**src/rtl/snacks_pkg.sv**
```systemverilog
// Shared types and default widths for the instruction-fetch slice.
package snacks_pkg;

    typedef enum logic [1:0] {
        IDLE,
        RUN,
        HALTED
    } fetch_state_t;

    localparam int IW_DEF = 16;
    localparam int DW_DEF = 9;
    localparam int OW_DEF = 8;
    localparam int CW_DEF = 16;

endpackage

```
**src/rtl/inst_fetch_if.sv**
```systemverilog
// Control, branch, ROM and decode-side signals of the fetch unit.
// The fetch unit takes the master view; the core/ROM environment takes slave.
interface inst_fetch_if
    import snacks_pkg::*;
#(
    parameter int IW = IW_DEF,
    parameter int DW = DW_DEF,
    parameter int OW = OW_DEF,
    parameter int CW = CW_DEF
) ();

    logic          Start;
    logic [IW-1:0] StartAddr;
    logic          Stall;
    logic          Halt;
    logic          BranchAbs;
    logic          BranchRel;
    logic [IW-1:0] Target;
    logic [OW-1:0] Offset;
    logic [DW-1:0] InstIn;
    logic [IW-1:0] InstAddress;
    logic [DW-1:0] Inst;
    logic          InstValid;
    logic          Done;
    logic          Overflow;
    logic [CW-1:0] InstCount;

    modport master (
        input  Start, StartAddr, Stall, Halt, BranchAbs, BranchRel,
               Target, Offset, InstIn,
        output InstAddress, Inst, InstValid, Done, Overflow, InstCount
    );

    modport slave (
        output Start, StartAddr, Stall, Halt, BranchAbs, BranchRel,
               Target, Offset, InstIn,
        input  InstAddress, Inst, InstValid, Done, Overflow, InstCount
    );

endinterface

```
**src/rtl/fetch_pc_next.sv**
```systemverilog
// Combinational next-PC selection: hold, absolute target, relative add or
// increment, with a wrap flag for the two arithmetic paths.
module fetch_pc_next #(
    parameter int IW = 16,
    parameter int OW = 8
) (
    input  logic [IW-1:0] pc,
    input  logic          hold,
    input  logic          branch_abs,
    input  logic          branch_rel,
    input  logic [IW-1:0] target,
    input  logic [OW-1:0] offset,
    output logic [IW-1:0] pc_next,
    output logic          wrap
);

    logic [IW-1:0] offset_sext;
    logic [IW:0]   inc_sum;
    logic [IW:0]   rel_sum;

    assign offset_sext = IW'($signed(offset));
    assign inc_sum     = {1'b0, pc} + (IW+1)'(1);
    assign rel_sum     = {1'b0, pc} + {1'b0, offset_sext};

    always_comb begin
        // NOTE: every output gets a default first so no path infers a latch.
        pc_next = pc;
        wrap    = 1'b0;
        if (hold) begin
            pc_next = pc;
        end else if (branch_abs) begin
            pc_next = target;
        end else if (branch_rel) begin
            pc_next = rel_sum[IW-1:0];
            // Negative offsets wrap on borrow, i.e. when the add does not carry.
            wrap    = offset[OW-1] ? ~rel_sum[IW] : rel_sum[IW];
        end else begin
            pc_next = inc_sum[IW-1:0];
            wrap    = inc_sum[IW];
        end
    end

endmodule

```
**src/rtl/inst_fetch.sv**
```systemverilog
// Instruction fetch: owns the PC, addresses the combinational ROM, registers
// the returned word for decode, and counts issued instructions.
module inst_fetch
    import snacks_pkg::*;
#(
    parameter int IW = IW_DEF,
    parameter int DW = DW_DEF,
    parameter int OW = OW_DEF,
    parameter int CW = CW_DEF
) (
    input  logic CLK,
    input  logic Reset,
    inst_fetch_if.master bus
);

    fetch_state_t  state_q, state_d;
    logic [IW-1:0] pc_q, pc_d, pc_next;
    logic [DW-1:0] inst_q, inst_d;
    logic          valid_q, valid_d;
    logic          ovf_q, ovf_d;
    logic [CW-1:0] count_q, count_d;
    logic          wrap;

    fetch_pc_next #(.IW(IW), .OW(OW)) u_pc_next (
        .pc         (pc_q),
        .hold       (bus.Halt | bus.Stall),
        .branch_abs (bus.BranchAbs),
        .branch_rel (bus.BranchRel),
        .target     (bus.Target),
        .offset     (bus.Offset),
        .pc_next    (pc_next),
        .wrap       (wrap)
    );

    always_comb begin
        state_d = state_q;
        pc_d    = pc_q;
        inst_d  = inst_q;
        valid_d = 1'b0;
        ovf_d   = ovf_q;
        count_d = (valid_q && count_q != '1) ? count_q + CW'(1) : count_q;
        case (state_q)
            IDLE: begin
                pc_d = '0;
                if (bus.Start) begin
                    state_d = RUN;
                    pc_d    = bus.StartAddr;
                end
            end
            RUN: begin
                if (bus.Halt) begin
                    state_d = HALTED;
                end else if (!bus.Stall) begin
                    // InstIn is only captured here, so ROM X outside RUN never reaches Inst.
                    pc_d    = pc_next;
                    inst_d  = bus.InstIn;
                    valid_d = 1'b1;
                    ovf_d   = ovf_q | wrap;
                end
            end
            HALTED: begin
                if (bus.Start) begin
                    state_d = RUN;
                    pc_d    = bus.StartAddr;
                end
            end
            default: state_d = IDLE;
        endcase
    end

    always_ff @(posedge CLK) begin
        // NOTE: state registers use non-blocking assignment so all flops update together.
        if (Reset) begin
            state_q <= IDLE;
            pc_q    <= '0;
            inst_q  <= '0;
            valid_q <= 1'b0;
            ovf_q   <= 1'b0;
            count_q <= '0;
        end else begin
            state_q <= state_d;
            pc_q    <= pc_d;
            inst_q  <= inst_d;
            valid_q <= valid_d;
            ovf_q   <= ovf_d;
            count_q <= count_d;
        end
    end

    assign bus.InstAddress = pc_q;
    assign bus.Inst        = inst_q;
    assign bus.InstValid   = valid_q;
    assign bus.Done        = (state_q == HALTED);
    assign bus.Overflow    = ovf_q;
    assign bus.InstCount   = count_q;

endmodule

```
**src/flat_wrapper.sv**
```systemverilog
// flat-port wrapper written by rule: the top's interface ports become plain ports
module inst_fetch_flat import snacks_pkg::*;
#(
    parameter int IW = IW_DEF,
    parameter int DW = DW_DEF,
    parameter int OW = OW_DEF,
    parameter int CW = CW_DEF
)
  (CLK, Reset, bus_Start, bus_StartAddr, bus_Stall, bus_Halt, bus_BranchAbs, bus_BranchRel, bus_Target, bus_Offset, bus_InstIn, bus_InstAddress, bus_Inst, bus_InstValid, bus_Done, bus_Overflow, bus_InstCount);
  inst_fetch_if #(.IW(IW), .DW(DW), .OW(OW), .CW(CW)) bus_i ();
  input  logic CLK;
  input  logic Reset;
  input wire logic [$bits(bus_i.Start)-1:0] bus_Start;
  input wire logic [$bits(bus_i.StartAddr)-1:0] bus_StartAddr;
  input wire logic [$bits(bus_i.Stall)-1:0] bus_Stall;
  input wire logic [$bits(bus_i.Halt)-1:0] bus_Halt;
  input wire logic [$bits(bus_i.BranchAbs)-1:0] bus_BranchAbs;
  input wire logic [$bits(bus_i.BranchRel)-1:0] bus_BranchRel;
  input wire logic [$bits(bus_i.Target)-1:0] bus_Target;
  input wire logic [$bits(bus_i.Offset)-1:0] bus_Offset;
  input wire logic [$bits(bus_i.InstIn)-1:0] bus_InstIn;
  output wire logic [$bits(bus_i.InstAddress)-1:0] bus_InstAddress;
  output wire logic [$bits(bus_i.Inst)-1:0] bus_Inst;
  output wire logic [$bits(bus_i.InstValid)-1:0] bus_InstValid;
  output wire logic [$bits(bus_i.Done)-1:0] bus_Done;
  output wire logic [$bits(bus_i.Overflow)-1:0] bus_Overflow;
  output wire logic [$bits(bus_i.InstCount)-1:0] bus_InstCount;
  assign bus_i.Start = bus_Start;
  assign bus_i.StartAddr = bus_StartAddr;
  assign bus_i.Stall = bus_Stall;
  assign bus_i.Halt = bus_Halt;
  assign bus_i.BranchAbs = bus_BranchAbs;
  assign bus_i.BranchRel = bus_BranchRel;
  assign bus_i.Target = bus_Target;
  assign bus_i.Offset = bus_Offset;
  assign bus_i.InstIn = bus_InstIn;
  assign bus_InstAddress = bus_i.InstAddress;
  assign bus_Inst = bus_i.Inst;
  assign bus_InstValid = bus_i.InstValid;
  assign bus_Done = bus_i.Done;
  assign bus_Overflow = bus_i.Overflow;
  assign bus_InstCount = bus_i.InstCount;
  inst_fetch #(.IW(IW), .DW(DW), .OW(OW), .CW(CW)) u_core (.CLK(CLK), .Reset(Reset), .bus(bus_i));
endmodule
```
**config.mk**
```make
export PLATFORM = sky130hd
export DESIGN_NAME = inst_fetch_flat
export DESIGN_NICKNAME = d
export VERILOG_FILES = /design/src/rtl/snacks_pkg.sv /design/src/rtl/inst_fetch_if.sv /design/src/rtl/fetch_pc_next.sv /design/src/rtl/inst_fetch.sv /design/src/flat_wrapper.sv
export SDC_FILE = /design/constraint.sdc
export NUM_CORES = 1
export LEC_CHECK = 0
export CAP_MARGIN = 10
export CORE_UTILIZATION = 54
export CTS_CLUSTER_DIAMETER = 150
export CTS_CLUSTER_SIZE = 30
export DETAILED_ROUTE_END_ITERATION = 7
export PLACE_DENSITY_LB_ADDON = 0.12
export SYNTH_ARGS = -nofsm -noshare
export SYNTH_HDL_FRONTEND = slang
export SYNTH_HIERARCHICAL = 1
export SYNTH_SLANG_ARGS = --single-unit
```
**constraint.sdc**
```tcl
create_clock -name CLK -period 6.1 [get_ports CLK]
set_input_delay 0.61 -clock CLK [delete_from_list [all_inputs] [get_ports CLK]]
set_output_delay 0.61 -clock CLK [all_outputs]
set_load 0.005 [all_outputs]
```
# == Word-level counts from Yosys, hierarchy flattened ==
# Cells that the tools add are included.
# word_totals
ff_bits,45
input_bits,56
# op_classes
n_addsub,3
reduce_logical,8
n_mux,16
n_bitwise,6
eq_ne,9
# ops
op,count
two-way mux 16 bit,7
case mux 16 bit (3 select lines),1
"adder 16 x 1 -> 17 bit, second input constant",1
adder 16 x 16 -> 17 bit,1
"adder 16 x 1 -> 16 bit, second input constant",1
"inequality test 16 bit, second input constant",1
"inequality test 2 bit, second input constant",5
two-way mux 1 bit,5
AND reduction 5 bit,1
two-way mux 2 bit,2
inverter 1 bit,4
case mux 2 bit (2 select lines),1
AND reduction 3 bit,1
nonzero test 3 bit,1
OR reduction 3 bit,1
"== test 2 x 1 -> 1 bit, second input constant",1
"== test 2 bit, second input constant",1
zero test 2 bit,1
"inequality test 2 x 1 -> 1 bit, second input constant",1
OR 1 bit,2
AND reduction 2 bit,1
OR reduction 2 bit,1
logical AND 1 bit,1

# == Depth between registers and ports, before layout ==
# Gate-level depths: netlist of run 1.
# depth
depth_word,7
ltp_mapped,10
mapped_depth_nobuf,10

# == By module ==
# Netlist of run 1, hierarchy kept.
# modules_own_cells
module,instances,area_per_inst_um2,cells_each
inst_fetch,1,2139.6,237
fetch_pc_next,1,1621.6,250

# == Least setup slack after synthesis of run 1 ==
# Ideal clock, no wire load.
# synth_path
path_type,input to register
from,in bus_Offset[0]
to,"reg u_core.pc_q[14], in the netlist u_core/bus.InstAddress[14]"
stages,10
required_ns,5.966
arrival_ns,2.686
setup_ns,0.134
slack_ns,3.280
path_cell_list,ha_1 > fa_1 > a21o_1 > a31oi_1 > o21ai_0 > mux2i_1 > a2111oi_0 > a21oi_1 > a22oi_1 > a211oi_1
# synth_via
elab_chain_cells,7
# synth_rtl
element,line_no,source
start: declaration,flat_wrapper.sv:20,input wire logic [$bits(bus_i.Offset)-1:0] bus_Offset;
adder 16 x 16 -> 17 bit,fetch_pc_next.sv:23,"assign rel_sum = {1'b0, pc} + {1'b0, offset_sext};"
two-way mux 16 bit,fetch_pc_next.sv:33,end else if (branch_rel) begin
two-way mux 16 bit,fetch_pc_next.sv:31,end else if (branch_abs) begin
two-way mux 16 bit,fetch_pc_next.sv:29,if (hold) begin
via u_core.pc_next[14],inst_fetch.sv:17,"logic [IW-1:0] pc_q, pc_d, pc_next;"
two-way mux 16 bit,inst_fetch.sv:53,end else if (!bus.Stall) begin
two-way mux 16 bit,inst_fetch.sv:51,if (bus.Halt) begin
case mux 16 bit (3 select lines),inst_fetch.sv:42,case (state_q)
end signal: assignment,inst_fetch.sv:82,pc_q <= pc_d;
end: declaration,inst_fetch.sv:17,
# The timed path passes the listed nets, and every way through them passes these cells. The select of a mux whose other input is x is not followed.
# A chain may end at the register's enable or synchronous reset.

# == Worst setup path in the final report of run 1 ==
# layout_path
from,in bus_Offset[7]
to,"reg u_core.pc_q[14], in the netlist u_core/bus.InstAddress[14]"
# Same word-level chain as after synthesis.

==> reports/summary.txt, run 1 <==
Setup crit start - bus_Offset[7]
Hold Crit Start - u_core/bus.Inst[7]$_SDFFE_PP0P_
Clk slew on worst S/H paths - 0.09 ns
Worst vdd ir - 0.144 mV
FFs w/ async S/R, synth - 0%
Core Box Area - 6760 um2
Die Area - 7300 um2
Final Hold Fails - 0
Switching Power - 0.355 mW
Post-synthesis mux area share - 1.93%
Average footprint of a synthesized cell - 7.72 um2
Reg2reg start - u_core/bus.InstAddress[0]$_SDFFE_PP0P_
Final setup vio count - 0
WP data required - 6.23 ns
Hold-fix buffers, CTS - 0
Die Y - 85.5 um
Clock group share of total power - 23.5%
P_leak - 1.80 nW
Antenna violations before repair - 0
Worst skew pair latency - 0.29 ns
Flop2flop setup slack - 3.06 ns
Post-DR vias/cell - 6.18
Hold Slack - 0.456 ns
Largest family of logic cells by synthesized area - compound AO/OA/AOI/OAI gates
Footprint of the multi-input gates - 2670 um2
Cell taking the most area after synthesis - dfxtp_1
Max Cap Violations - 0
Design Area, Final - 4860 um2
CP max FO - 12
Share of layout cells above drive strength 1 - 5.43%
Post-Synth Simple-Gate Area - 26.4%
Post-synthesis xor/xnor area fraction - 4.66%
Largest net degree at the start of global routing - 46
Site row count - 30
Commonest cells post-synth - nand2_1 (49), nor2_1 (49), a21oi_1 (47)
Setup ws final - 2.65 ns
Vias in the first global route - 3,587
Area fraction in compound gates after synthesis - 29.5%
Drt total wl - 10,100 um
Post-CTS Setup Inserts - 0
Clock Tree Buf Depth - 2
Number of flops mapped to enable cells by yosys - 0
Setup total negative slack - 0 ns
Share of the synthesized area in the top cell type - 24.0%
Nets - 651
CP arrival - 3.58 ns
Syn_nets - 568
Pre-CTS WS - 2.45 ns
I/O Buffers - 99
Seq/Total Area, Yosys - 24.0%
Grt ovf - 0
Antenna Nets Post-Route - 0
Switch share - 35.5%
RSZ-0062 raised after global routing - no
Filler cell count - 573
Kind of end point of the critical path - register
Ports - 100
Routed len/inst - 15.4 um
Post-cts sizing count - 0
Die width - 85.5 um
Cts bufs inserted - 5
Post-synthesis sequential element count - 45
Status - finished, final reports clean
Pwr/cell area - 206 nW/um2
Post-Syn Area - 3760 um2
Internal Pwr Total - 0.645 mW
Max Clock Skew - 0.00814 ns
Clock root cell - clkbuf_8
Worst hold endpoint - u_core/bus.Inst[7]$_SDFFE_PP0P_
Post-DP HPWL - 7480 um
Post-route DRC violation count - 0
CTS HTree Levels - 2
Min Tclk post-route - 3.45 ns
Effective utilization at floorplan - 55.7%
Area grow syn2layout - 29.3%
Adder-Cell Fraction of Synth Area - 8.52%
Slew Viols, Final - 0
Tightest Pin Transition - 1.22 ns
Gate power share - 40.0%
DRT Pass-1 Iters - 6
Rel. slew slack - 18.3%
Synth area leaders - dfxtp_1 (24%), ha_1 (8.0%), a21oi_1 (6.3%)
DRT iter0 DRCs - 329
Cell variety after synth - 71
Register area - 901 um2
Antenna diode count - 0
Final worst-path cycle share - 56.5%
WHS Path Cells - 2
Synthesis Warnings - 6
TritonCTS clock tree - done
Hold WC Path Type - register to register
Crit path kind - input pin to register
Area after DPL - 4740 um2
Startpoint Class - input pin
RR Endpoint - u_core/bus.InstAddress[14]$_SDFFE_PP0P_
Clock Sinks - 45
Flop pwr share - 36.5%
GRT Total Usage - 27.5%
Max Fclk - 290 MHz
RePlAce Congestion - 0.894
Global-route wire length before repair - 16,500 um
Routed vias - 4,023
Synth Instances - 487
Reg2Reg Depth - 10
Synth Flop Type - dfxtp_1
-- power groups by stage --
stage | combinational [mW] | sequential (mW) | clock (mW)
finish | 0.400 | 0.365 | 0.234
global route | 0.439 | 0.370 | 0.254
CTS | 0.395 | 0.365 | 0.238
detailed placement | 0.392 | 0.372 | 0
global placement | 0.382 | 0.372 | 0
floorplan | 0.269 | 0.357 | 0
-- registers in the layout (all words and copies together), names as in the netlist --
signal,flops
u_core/bus.InstCount,16
u_core/state_q,2
u_core/bus.InstValid,1
u_core/bus.InstAddress,16
u_core/bus.Overflow,1
u_core/bus.Inst,9
-- through the flow --
| step | util (%) | std cells | total power [mW] |
|---|---|---|---|
| 4_1_cts | 72.0 | 651 | 0.998 |
| 3_3_place_gp | 70.2 | 643 | 0.754 |
| 3_5_place_dp | 70.2 | 643 | 0.764 |
| 2_1_floorplan | - | 487 | 0.626 |
| 5_1_grt | 72.0 | 651 | 1.06 |
| 6_report | 72.0 | 651 | 1.00 |
-- metal layers --
layer	GRT usage (%)	part of all wire [%]	vias to the layer above
met5	0	0	-
met4	8.94	2.5	0
met1	36.3	46	1838
met3	4.77	5.9	28
li1	-	-	2007
met2	45.5	46	150
-- area by class of cell --
class                   count  area share (%)
clock inverters             2           0.772
well taps                  80            2.06
multi-input cells         401            54.9
repair buffers            102            20.8
clock buffers               6            1.70
inverters                  15            1.16
flip-flops and latches     45            18.5
-- worst max-delay path by stage --
| stage | cells past startpoint | slack (ns) | end |
|---|---|---|---|
| 2_1_floorplan | 10 | 3.28 | u_core/bus.InstAddress[14]$_SDFFE_PP0P_ |
| 3_3_place_gp | 11 | 2.55 | u_core/bus.InstAddress[14]$_SDFFE_PP0P_ |
| 3_5_place_dp | 10 | 2.45 | u_core/bus.InstAddress[14]$_SDFFE_PP0P_ |
| 4_1_cts | 10 | 2.75 | u_core/bus.InstAddress[14]$_SDFFE_PP0P_ |
| 5_1_grt | 10 | 2.52 | u_core/bus.InstAddress[14]$_SDFFE_PP0P_ |
| 6_report | 10 | 2.65 | u_core/bus.InstAddress[14]$_SDFFE_PP0P_ |
-- logic make-up (layout without fill, tap and decap cells) --
family / count (synthesis) / count (layout)
compound gates: 167 / 167
xor+xnor: 20 / 20
fa+ha+maj: 25 / 25
buf+inv: 41 / 125
flops: 45 / 45
mux: 7 / 7
simple gates: 182 / 182
-- critical path, cell delays in order --
cell and delay [ns]:
clkdlybuf4s50_1 0.65, ha_1 0.52, and3_1 0.23, nand3b_1 0.09
o21ai_0 0.51, mux2i_1 0.15, a2111oi_0 0.42, a21oi_1 0.12
a22oi_1 0.18, a211oi_1 0.10
-- layout by cell type (no fill, tap or decap), types with 6 or more instances in the layout --
cell and count:
clkdlybuf4s50_1 99, nand2_1 49, nor2_1 49, a21oi_1 47
dfxtp_1 45, o21ai_0 31, ha_1 24, a211oi_1 20
a22oi_1 17, inv_1 15, xor2_1 13, nand3_1 10
nand4_1 9, o31ai_1 9, nor3_1 7, and3_1 7
xnor2_1 7, o21a_1 7, clkbuf_8 6, or4_1 6
Note: power is estimated with default switching activity, not from simulation.
==> run 2, diff against run 1 <==
--- a/config.mk
+++ b/config.mk
@@ -6,7 +6,7 @@
 export NUM_CORES = 1
 export LEC_CHECK = 0
 export CAP_MARGIN = 10
-export CORE_UTILIZATION = 54
+export CORE_UTILIZATION = 50
 export CTS_CLUSTER_DIAMETER = 150
 export CTS_CLUSTER_SIZE = 30
 export DETAILED_ROUTE_END_ITERATION = 7
==> constraint.sdc (replaced) <==
create_clock -name CLK -period 3.6 [get_ports CLK]
set_input_delay 0.36 -clock CLK [delete_from_list [all_inputs] [get_ports CLK]]
set_output_delay 0.36 -clock CLK [all_outputs]
set_load 0.005 [all_outputs]
==> run 2 against run 1 <==
Net effect: register-to-register slack got worse by 2.5 ns; global-route usage is 0.46 points lower; wire length rose by 5.2%; die area is 7.8% higher; setup slack worse by 2.3 ns; utilization fell by 4.1 points; clock power up 74%; count of clock-buffer cells in the layout did not move; total power increased by 72%; largest power group unchanged; clock skew up 0.00061 ns; via count rose by 0.85%; highest routed layer unchanged; hold slack improved by 0.0034 ns.
==> reports/summary.txt, run 2 (same netlist as run 1, synthesis figures left out) <==
Clock Tree Buf Depth - 2
Startpoint Class - input pin
Reg2reg start - u_core/bus.InstAddress[0]$_SDFFE_PP0P_
Worst vdd ir - 0.242 mV
Kind of end point of the critical path - register
Setup ws final - 0.392 ns
Core Box Area - 7250 um2
Post-cts sizing count - 0
Min Tclk post-route - 3.21 ns
Pwr/cell area - 349 nW/um2
Setup crit start - bus_Offset[7]
Clk slew on worst S/H paths - 0.09 ns
Site row count - 31
Effective utilization at floorplan - 51.9%
Clock group share of total power - 23.7%
P_leak - 1.82 nW
Gate power share - 41.0%
Final Hold Fails - 0
Nets - 656
Power, Total - 1.72 mW
Worst skew pair latency - 0.30 ns
Hold Slack - 0.459 ns
Status - finished, final reports clean
Commonest non-fill, non-tap cell in the layout - clkdlybuf4s50_1
Ports - 100
Setup total negative slack - 0 ns
CTS HTree Levels - 2
Critical path, cell by cell - clkdlybuf4s50_1, ha_1, and3_1, nand3b_1, o21ai_0, mux2i_1, a2111oi_0, a21oi_1, a22oi_1, a211oi_1
Internal Pwr Total - 1.10 mW
CP max FO - 12
Hold WC Path Type - register to register
Max Fclk - 312 MHz
RePlAce Congestion - 0.948
Clock root cell - clkbuf_8
Pre-CTS WS - 0.165 ns
WHS Path Cells - 2
Max Clock Skew - 0.00875 ns
Die width - 88.7 um
Final setup vio count - 0
Routed vias - 4,057
DRT iter0 DRCs - 281
Largest net degree at the start of global routing - 33
Clock Sinks - 45
Post-route DRC violation count - 0
Cts bufs inserted - 5
RSZ-0062 raised after global routing - no
Tightest Pin Transition - 0.863 ns
Global-route wire length before repair - 16,800 um
Crit-path max cell delay - 0.65 ns
Antenna diode count - 0
Rel. slew slack - 42.4%
Area after DPL - 4800 um2
Area grow syn2layout - 30.9%
Filler cell count - 639
GRT Total Usage - 27.0%
Register area - 901 um2
Final worst-path cycle share - 89.1%
Commonest cells after routing, fill and taps aside - clkdlybuf4s50_1 (99), nand2_1 (49), nor2_1 (49), a21oi_1 (47), dfxtp_1 (45)
Max Cap Violations - 0
Hold Crit Start - u_core/bus.Inst[1]$_SDFFE_PP0P_
Footprint of the multi-input gates - 2670 um2
Switching Power - 0.615 mW
Design Area, Final - 4920 um2
Hold-fix buffers, CTS - 0
Drt total wl - 10,600 um
Vias in the first global route - 3,633
Antenna violations before repair - 0
Flop pwr share - 35.3%
Grt ovf - 0
Post-DP HPWL - 8000 um
Crit path kind - input pin to register
Die Y - 88.7 um
Switch share - 35.8%
Die Area - 7870 um2
Antenna Nets Post-Route - 0
Share of layout cells above drive strength 1 - 6.25%
Post-DR vias/cell - 6.01
DRT Pass-1 Iters - 5
Reg2Reg Depth - 10
TritonCTS clock tree - done
Slew Viols, Final - 0
Routed len/inst - 15.7 um
Critical-path top delay cell - clkdlybuf4s50_1
CP arrival - 3.38 ns
I/O Buffers - 99
Post-CTS Setup Inserts - 0
WP data required - 3.78 ns
[run 2: power groups by stage]
stage / combinational [mW] / clock, mW / sequential [mW]
floorplan: 0.455 / 0 / 0.604
global placement: 0.675 / 0 / 0.616
detailed placement: 0.692 / 0 / 0.617
CTS: 0.697 / 0.413 / 0.606
global route: 0.778 / 0.439 / 0.614
finish: 0.704 / 0.407 / 0.607
[run 2: critical path: cells and delay by family]
family	cells	cell delay, ns
simple gates	2	0.31
fa+ha+maj	1	0.52
compound gates	5	1.36
mux	1	0.16
buf+inv	1	0.65
[run 2: area by class of cell]
cell class,instances,area share [%]
Clock buffer,6,1.68
Tap cell,99,2.52
Multi-Input combinational cell,401,54.3
Clock inverter,2,0.762
Timing Repair Buffer,107,21.3
Inverter,15,1.14
Sequential cell,45,18.3
[run 2: worst paths after layout]
kind / end / slack, ns
max: u_core/bus.InstAddress[14]$_SDFFE_PP0P_ / 0.39
min: u_core/bus.Inst[1]$_SDFFE_PP0P_ / 0.46
max reg2reg: u_core/bus.InstAddress[14]$_SDFFE_PP0P_ / 0.55
min reg2reg: u_core/bus.Inst[1]$_SDFFE_PP0P_ / 0.46
[run 2: metrics by stage]
| step | utilization (%) | cells |
|---|---|---|
| floorplan | - | 487 |
| global placement | 66.2 | 667 |
| detailed placement | 66.2 | 667 |
| CTS | 67.9 | 675 |
| global route | 67.9 | 675 |
| finish | 67.9 | 675 |
[run 2: metal layers]
| layer | routed length, um | vias to the layer above | global-route usage (%) |
|---|---|---|---|
| met5 | 0 | - | 0 |
| met4 | 176 | 0 | 8.80 |
| met3 | 637 | 17 | 4.85 |
| met2 | 5060 | 153 | 44.9 |
| met1 | 4710 | 1880 | 35.4 |
| li1 | - | 2007 | - |
==> run 3, diff against run 2 <==
--- a/config.mk
+++ b/config.mk
@@ -6,7 +6,7 @@
 export NUM_CORES = 1
 export LEC_CHECK = 0
 export CAP_MARGIN = 10
-export CORE_UTILIZATION = 50
+export CORE_UTILIZATION = 35
 export CTS_CLUSTER_DIAMETER = 150
 export CTS_CLUSTER_SIZE = 30
 export DETAILED_ROUTE_END_ITERATION = 7
==> run 3 against run 2 <==
Net effect: critical path depth unchanged; critical endpoint is now u_core/bus.InstAddress[13]$_SDFFE_PP0P_; non-clock buffer count up 7; die area up 42%; first-iteration DRC count down 35%; cell area up 1.3%; cell count up 6.5%; sequential share of layout area down 0.24 points; global-route usage down 6.4 points; count of clock-buffer cells in the layout down 1.
==> reports/summary.txt, run 3 (same netlist as run 1, synthesis figures left out) <==
Final Hold Fails - 0
WP data required - 3.77 ns
GRT Total Usage - 20.6%
Area grow syn2layout - 32.6%
Die Y - 106 um
I/O Buffers - 99
Max Fclk - 338 MHz
Footprint of the multi-input gates - 2670 um2
Post-DR vias/cell - 5.60
Hold Crit Start - u_core/bus.Inst[7]$_SDFFE_PP0P_
Effective utilization at floorplan - 36.3%
Routed vias - 4,025
Antenna diode count - 0
Hold-fix buffers, CTS - 0
TritonCTS clock tree - done
Die Area - 11,200 um2
Filler cell count - 1,060
Clock Sinks - 45
CTS HTree Levels - 2
Register area - 901 um2
Site row count - 37
Antenna Nets Post-Route - 0
Pwr/cell area - 331 nW/um2
Clock Tree Buf Depth - 2
Clock group share of total power - 19.2%
Internal Pwr Total - 1.02 mW
Die width - 106 um
Global-route wire length before repair - 18,500 um
Grt ovf - 0
Post-DP HPWL - 8800 um
Vias in the first global route - 3,741
Switching Power - 0.628 mW
Cts bufs inserted - 5
Gate power share - 44.6%
Hold WC Path Type - register to register
Clk slew on worst S/H paths - 0.09 ns
DRT Pass-1 Iters - 4
Max Cap Violations - 0
Tightest Pin Transition - 1.03 ns
Rel. slew slack - 31.2%
Flop2flop setup slack - 0.72 ns
Reg2Reg Depth - 11
P_leak - 1.85 nW
Grt met2 use - 34.4%
Commonest non-fill, non-tap cell in the layout - clkdlybuf4s50_1
Post-CTS Setup Inserts - 0
Flop pwr share - 36.3%
Gr busiest metal - met2
Post-route DRC violation count - 0
Reg2reg start - u_core/bus.InstAddress[0]$_SDFFE_PP0P_
Clock root cell - clkbuf_8
Ports - 100
Min Tclk post-route - 2.96 ns
Drt total wl - 11,600 um
RePlAce Congestion - 0.846
Commonest cells after routing, fill and taps aside - clkdlybuf4s50_1 (99), nand2_1 (49), nor2_1 (49), a21oi_1 (47), dfxtp_1 (45)
Switch share - 38.0%
RSZ-0062 raised after global routing - no
CP max FO - 8
Met1 Use GR - 27.1%
Startpoint Class - input pin
Worst hold endpoint - u_core/bus.Inst[7]$_SDFFE_PP0P_
Core Box Area - 10,400 um2
Kind of end point of the critical path - register
Final setup vio count - 0
Setup total negative slack - 0 ns
Max Clock Skew - 0.00789 ns
Fin cells - 719
Worst skew pair latency - 0.30 ns
Hold Slack - 0.457 ns
Nets - 663
RR Endpoint - u_core/bus.InstAddress[14]$_SDFFE_PP0P_
Slew Viols, Final - 0
Worst vdd ir - 0.259 mV
DRT iter0 DRCs - 182
CP arrival - 3.13 ns
Share of layout cells above drive strength 1 - 7.38%
GR Util met3 - 2.91%
Post-cts sizing count - 0
Routed len/inst - 16.1 um
Crit path kind - input pin to register
Status - finished, final reports clean
Largest net degree at the start of global routing - 46
Antenna violations before repair - 0
Final worst-path cycle share - 82.2%
WHS Path Cells - 2
Placed cells - 711
run 3: cell types whose count changed in the layout (fill, tap and decap cells not counted), sizes merged:
cell / previous run / this run
buf: 8 / 15
bufinv: 1 / 0
clkbuf: 6 / 5
clkinv: 0 / 2
run 3: worst max-delay path by stage:
stage | endpoint | slack [ns] | from
after floorplan | u_core/bus.InstAddress[14]$_SDFFE_PP0P_ | 1.03 | u_core/bus.InstAddress[0]$_SDFFE_PP0P_
after global placement | u_core/bus.InstAddress[14]$_SDFFE_PP0P_ | 0.36 | bus_Offset[0]
after detailed placement | u_core/bus.InstAddress[14]$_SDFFE_PP0P_ | 0.34 | bus_Offset[0]
after CTS | u_core/bus.InstAddress[14]$_SDFFE_PP0P_ | 0.66 | bus_Offset[0]
after global routing | u_core/bus.InstAddress[14]$_SDFFE_PP0P_ | 0.44 | bus_Offset[0]
final | u_core/bus.InstAddress[13]$_SDFFE_PP0P_ | 0.64 | bus_Offset[7]
run 3: power by group through the flow:
| stage | combinational [mW] | clock, mW | sequential (mW) |
|---|---|---|---|
| detailed placement | 0.731 | 0 | 0.612 |
| global placement | 0.723 | 0 | 0.611 |
| global route | 0.812 | 0.347 | 0.609 |
| finish | 0.736 | 0.317 | 0.599 |
| floorplan | 0.455 | 0 | 0.604 |
| CTS | 0.736 | 0.327 | 0.600 |
run 3: worst max-delay path, stage by stage:
cell             delay (ns)
clkdlybuf4s50_1        0.55
ha_1                   0.48
a211o_1                0.34
a21oi_1                0.25
a21o_1                 0.17
a31oi_1                0.08
o41ai_1                0.49
o21ai_0                0.14
a22oi_1                0.18
a211oi_1               0.10
run 3: layout make-up:
type                            instances  area share (%)
Clock inverter                          3           0.351
Clock buffer                            5            1.38
Sequential cell                        45            18.1
Inverter                               15            1.13
Tap cell                              136            3.41
Multi-Input combinational cell        401            53.5
Timing Repair Buffer                  114            22.1
run 3: stage by stage:
step	util, %	power [mW]	worst slack (ns)	area, um2
final	48.1	1.65	0.642	4990
after global routing	48.1	1.77	0.442	4990
after CTS	48.1	1.66	0.664	4990
after detailed placement	47.3	1.34	0.340	4900
after global placement	47.3	1.33	0.362	4900
after floorplan	-	1.06	1.03	3760
run 3: per-layer routing:
| metal | wire, um | up-vias |
|---|---|---|
| met1 | 5410 | 1903 |
| li1 | - | 2016 |
| met3 | 431 | 17 |
| met4 | 252 | 0 |
| met2 | 5470 | 89 |
| met5 | 0 | - |
